`src/rtl/dice_pkg.sv`:
```
// Shared types and default constants for the dice-game button path.
package dice_pkg;

    typedef enum logic [1:0] {
        IDLE,
        PRESS_WAIT,
        PRESSED,
        RELEASE_WAIT
    } btn_state_t;

    localparam int DEBOUNCE_DEFAULT      = 500000;
    localparam int DEBOUNCE_CNT_W        = 20;
    localparam int REPEAT_DELAY_DEFAULT  = 25000000;
    localparam int REPEAT_PERIOD_DEFAULT = 12500000;
    localparam int ROLL_CNT_W            = 8;

endpackage

```
`src/rtl/sync_2ff.sv`:
```
// Two-flop synchronizer for asynchronous pad inputs.
// Both flops load RESET_VAL under reset.
module sync_2ff #(
    parameter logic RESET_VAL = 1'b0
) (
    input  logic clock,
    input  logic reset,
    input  logic d,
    output logic q
);

    logic meta;

    always_ff @(posedge clock) begin
        if (reset) begin
            meta <= RESET_VAL;
            q    <= RESET_VAL;
        end else begin
            meta <= d;
            q    <= meta;
        end
    end

endmodule

```
`src/rtl/roll_button_conditioner.sv`:
```
// Active-low roll button to single-cycle roll strobe with debounce.
// Optional hold-to-repeat built in when ROLL_AUTOREPEAT_EN is defined.
module roll_button_conditioner
    import dice_pkg::*;
#(
    parameter int DEBOUNCE_CYCLES = DEBOUNCE_DEFAULT,
    parameter int CNT_W           = DEBOUNCE_CNT_W,
    parameter int REPEAT_DELAY    = REPEAT_DELAY_DEFAULT,
    parameter int REPEAT_PERIOD   = REPEAT_PERIOD_DEFAULT
) (
    input  logic                  clock,
    input  logic                  reset,
    input  logic                  btn_n,
    output logic                  roll_pulse,
    output logic                  held,
    output logic                  release_pulse,
    output logic [ROLL_CNT_W-1:0] roll_count
);

    localparam logic [CNT_W-1:0] CntLast = CNT_W'(DEBOUNCE_CYCLES - 1);

    logic             s;
    btn_state_t       state;
    logic [CNT_W-1:0] cnt;

    sync_2ff #(
        .RESET_VAL(1'b1)
    ) u_sync (
        .clock(clock),
        .reset(reset),
        .d    (btn_n),
        .q    (s)
    );

`ifdef ROLL_AUTOREPEAT_EN
    // Reload to DELAY-PERIOD so later pulses reuse the same terminal compare.
    localparam logic [31:0] RepLast   = 32'(REPEAT_DELAY - 1);
    localparam logic [31:0] RepReload = 32'(REPEAT_DELAY - REPEAT_PERIOD);

    logic [31:0] rep_cnt;
`else
    // Repeat timing has no effect unless auto-repeat is built in.
    if (REPEAT_DELAY < REPEAT_PERIOD) begin : g_repeat_cfg
    end
`endif

    always_ff @(posedge clock) begin
        if (reset) begin
            state         <= IDLE;
            cnt           <= '0;
            roll_pulse    <= 1'b0;
            release_pulse <= 1'b0;
            held          <= 1'b0;
            roll_count    <= '0;
`ifdef ROLL_AUTOREPEAT_EN
            rep_cnt       <= '0;
`endif
        end else begin
            roll_pulse    <= 1'b0;
            release_pulse <= 1'b0;
`ifdef ROLL_AUTOREPEAT_EN
            rep_cnt       <= '0;
`endif
            unique case (state)
                IDLE: begin
                    if (!s) begin
                        state <= PRESS_WAIT;
                        cnt   <= '0;
                    end
                end
                PRESS_WAIT: begin
                    if (s) begin
                        state <= IDLE;
                        cnt   <= '0;
                    end else if (cnt == CntLast) begin
                        state      <= PRESSED;
                        held       <= 1'b1;
                        roll_pulse <= 1'b1;
                        roll_count <= roll_count + ROLL_CNT_W'(1);
                    end else begin
                        cnt <= cnt + CNT_W'(1);
                    end
                end
                PRESSED: begin
                    if (s) begin
                        state <= RELEASE_WAIT;
                        cnt   <= '0;
                    end
`ifdef ROLL_AUTOREPEAT_EN
                    else if (rep_cnt == RepLast) begin
                        rep_cnt    <= RepReload;
                        roll_pulse <= 1'b1;
                        roll_count <= roll_count + ROLL_CNT_W'(1);
                    end else begin
                        rep_cnt <= rep_cnt + 32'd1;
                    end
`endif
                end
                RELEASE_WAIT: begin
                    if (!s) begin
                        state <= PRESSED;
                    end else if (cnt == CntLast) begin
                        state         <= IDLE;
                        held          <= 1'b0;
                        release_pulse <= 1'b1;
                    end else begin
                        cnt <= cnt + CNT_W'(1);
                    end
                end
                default: begin
                    state <= IDLE;
                    cnt   <= '0;
                end
            endcase
        end
    end

endmodule

```
`config.mk`:
```
export PLATFORM = sky130hd
export DESIGN_NAME = roll_button_conditioner
export DESIGN_NICKNAME = d
export VERILOG_FILES = /design/src/rtl/dice_pkg.sv /design/src/rtl/sync_2ff.sv /design/src/rtl/roll_button_conditioner.sv
export SDC_FILE = /design/constraint.sdc
export NUM_CORES = 1
export LEC_CHECK = 0
export CORE_AREA = 5 5 71 73
export DETAILED_ROUTE_END_ITERATION = 6
export DIE_AREA = 0 0 76 78
export GPL_TIMING_DRIVEN = 0
export PLACE_DENSITY_LB_ADDON = 0.1
export SLEW_MARGIN = 20
export SYNTH_ARGS = -nofsm -noshare
export SYNTH_HDL_FRONTEND = slang
export SYNTH_SLANG_ARGS = --single-unit
```
`constraint.sdc`:
```
create_clock -name clock -period 2.25 [get_ports clock]
set_input_delay 0.45 -clock clock [delete_from_list [all_inputs] [get_ports clock]]
set_output_delay 0.45 -clock clock [all_outputs]
set_load 0.05 [all_outputs]
```
==> run metrics <==
grt total ovfl=0; total nets after synthesis=221; portion of synthesized cell area occupied by the leading cell type=36.9%; number of fill cells in the layout=441; initial antenna violation count=0; slew at the pin closest to its max-slew limit=0.707 ns; first-pass GRT wire length=7.00 mm; Pre-Repair DR Iteration Count=4; Yosys warnings=0; vias per cell=5.56; Area growth syn-to-layout=15.0%; number of enable flip-flop cells after synthesis=0; static leakage power=0.791 nW; Worst Path Max Fanout=6; Root Buffer Master=sky130_fd_sc_hd__clkbuf_8; total I/O pin count=14; hold bufs inserted after CTS=0; post-DP HPWL=2.94 mm; CP peak stage delay=0.84 ns; total number of placement rows=24; Antenna Diode Count=0; multi-input logic area=0.00109 mm2; type of the most critical hold path=flip-flop to flip-flop; CTS H-tree lvls=2; detailed-route via count=1600; clock tree from TritonCTS=built; cell area after layout=0.00218 mm2; total chip power=0.00120 W; Layout Skew=0.00795 ns; async set-reset flop share out of synthesis=0%; global-route total usage across every layer=14.5%; Worst VDD drop=0.000235 V; Clock Path Buffers=2; via count of the first global-routing pass=1517; Die Area=0.00593 mm2; endpoint class of the critical path=output pin; Buffers & Inverters on Critical Path=1; Slew Limit Headroom=52.6%; slowest CP cell=sky130_fd_sc_hd__clkdlybuf4s50_1; most frequent cell after synthesis=sky130_fd_sc_hd__dfxtp_1; count of buffers inserted at the top-level ports=12; combined flip-flop and latch cell area=701 um2; Die Ht=78 um; Post-Route Setup TNS=0 ns; endpoint arrival time on the critical path=1.56 ns; Cell Count, Final, Fillers Out=288; detail-routed net length per standard cell=14.0 um; status=finished, final reports clean; critical path class=flip-flop to output pin; fraction of the cycle the final worst path needs=89.3%; largest area contributor in the synthesized netlist=sky130_fd_sc_hd__dfxtp_1; floorplan core area=0.00429 mm2; netlist area before placement=0.00190 mm2; maximum capacitance violations=0; Seq/Total Area, Yosys=36.9%; quantity of gates resized following cts=0; clk_lat worst skew=0.28 ns; effective utilization at floorplan=44.2%; final setup violation count=0; Largest delay share family, worst path=buffers and inverters; required time at the worst-slack endpoint=1.80 ns; post-route minimum period=2.01 ns; Num Clock Sinks=35; count of endpoints failing hold in the final timing report=0; power per cell area=548 mW/mm2; worst slack, placed=0.311 ns; clock-pin slew on the worst setup and hold paths=0.07 ns; count of final max-slew check failures=0; Gate Count Post-Synth=216; drt initial violations=84; Post-Syn Area per Cell=8.78 um2; number of unique standard cell types used by synthesis=54; number of nets in the layout=240; post-placement cell area=0.00208 mm2; smallest setup slack after layout=0.240 ns; number of antenna-violating nets in the routed design=0; Horiz. Die Dim=76 um; main area contributors after synthesis=sky130_fd_sc_hd__dfxtp_1, sky130_fd_sc_hd__nor2_1, sky130_fd_sc_hd__buf_6, sky130_fd_sc_hd__nand2_1, sky130_fd_sc_hd__xor2_1; count of state elements after synthesis=35; crit path launch type=flip-flop; Synth Flop Type=sky130_fd_sc_hd__dfxtp_1; highest clock frequency the design can meet=498 MHz; maximum number of pins on one net before global-route repair=11; proportion of layout cells with a drive suffix above 1=11.9%; DRC errors left=0; Num CTS Buffers=5; Placed Instances=280; setup repair after global routing missed its margin=false; cell-by-cell listing of the critical path=clkdlybuf4s50_1; Final GP Congestion=0.799; number of setup buffers added after CTS=0; WL final=4.03 mm; top cells by instance count after synthesis=sky130_fd_sc_hd__dfxtp_1, sky130_fd_sc_hd__nor2_1, sky130_fd_sc_hd__nand2_1
-- registers in the layout, indices dropped and copies added (netlist names), named ones only --
signal and count:
cnt 20, roll_pulse 1, roll_count 8, held 1, u_sync.meta 1, state 1
u_sync.q 1, release_pulse 1
-- cell usage in the layout, fill, tap and decap left out, drive strengths merged, types with 5 or more instances in the layout --
cell type / count
dfxtp: 35
nor2: 27
inv: 6
clkdlybuf4s50: 12
nand3: 11
a21oi: 7
and3: 6
nand4: 9
o21ai: 10
buf: 6
nor3: 10
xnor2: 5
clkbuf: 13
nand2: 14
xor2: 6
o211ai: 6
-- report_power, final --
group / switching [W] / internal [W]
combinational: 0.0000456 / 0.0000244
sequential: 0.00000454 / 0.000626
clock: 0.000216 / 0.000279
total: 0.000266 / 0.000930
-- layout make-up --
cell class,count,area share (%)
repair buffers,12,5.50
clock buffers,8,4.59
multi-input cells,164,50.1
well taps,52,2.98
plain buffers,11,3.67
inverters,6,1.03
flip-flops and latches,35,32.1
-- final timing paths --
check                               endpoint  cells past startpoint  slack (ns)                       start
setup / recovery               roll_count[0]                      1        0.24  roll_count[0]$_SDFFE_PP0P_
hold / removal           u_sync.q$_SDFF_PP1_                      1        0.41      u_sync.meta$_SDFF_PP1_
setup reg to reg  roll_count[7]$_SDFFE_PP0P_                      6        0.30        cnt[15]$_SDFFE_PP0P_
hold reg to reg          u_sync.q$_SDFF_PP1_                      1        0.41      u_sync.meta$_SDFF_PP1_
-- logic make-up (layout without fill, tap and decap cells) --
| kind of cell | after synthesis | count (layout) | synth area share, % |
|---|---|---|---|
| buffers and inverters | 17 | 37 | 5.41 |
| multiplexers | 6 | 6 | 3.43 |
| XOR/XNOR | 11 | 11 | 5.08 |
| adder cells (fa/ha/maj) | 2 | 2 | 1.32 |
| AO/OA/AOI/OAI | 41 | 41 | 14.5 |
| flip-flops | 35 | 35 | 36.9 |
| AND/OR/NAND/NOR | 104 | 104 | 33.3 |
-- metal layers --
metal | share of wire (%) | vias to the layer above | global-route usage [%]
met1 | 46 | 739 | 17.1
met2 | 48 | 24 | 24.2
met4 | 2.0 | 0 | 6.76
met5 | 0 | - | 0
li1 | - | 830 | -
met3 | 4.5 | 7 | 4.17
-- stage by stage --
stage,utilization (%),hold WS (ns)
after floorplan,-,0.389
after global placement,48.5,0.391
after detailed placement,48.5,0.398
after CTS,50.8,0.415
after global routing,50.8,0.432
final,50.8,0.412
No activity file was read; power rests on OpenSTA's default activity.
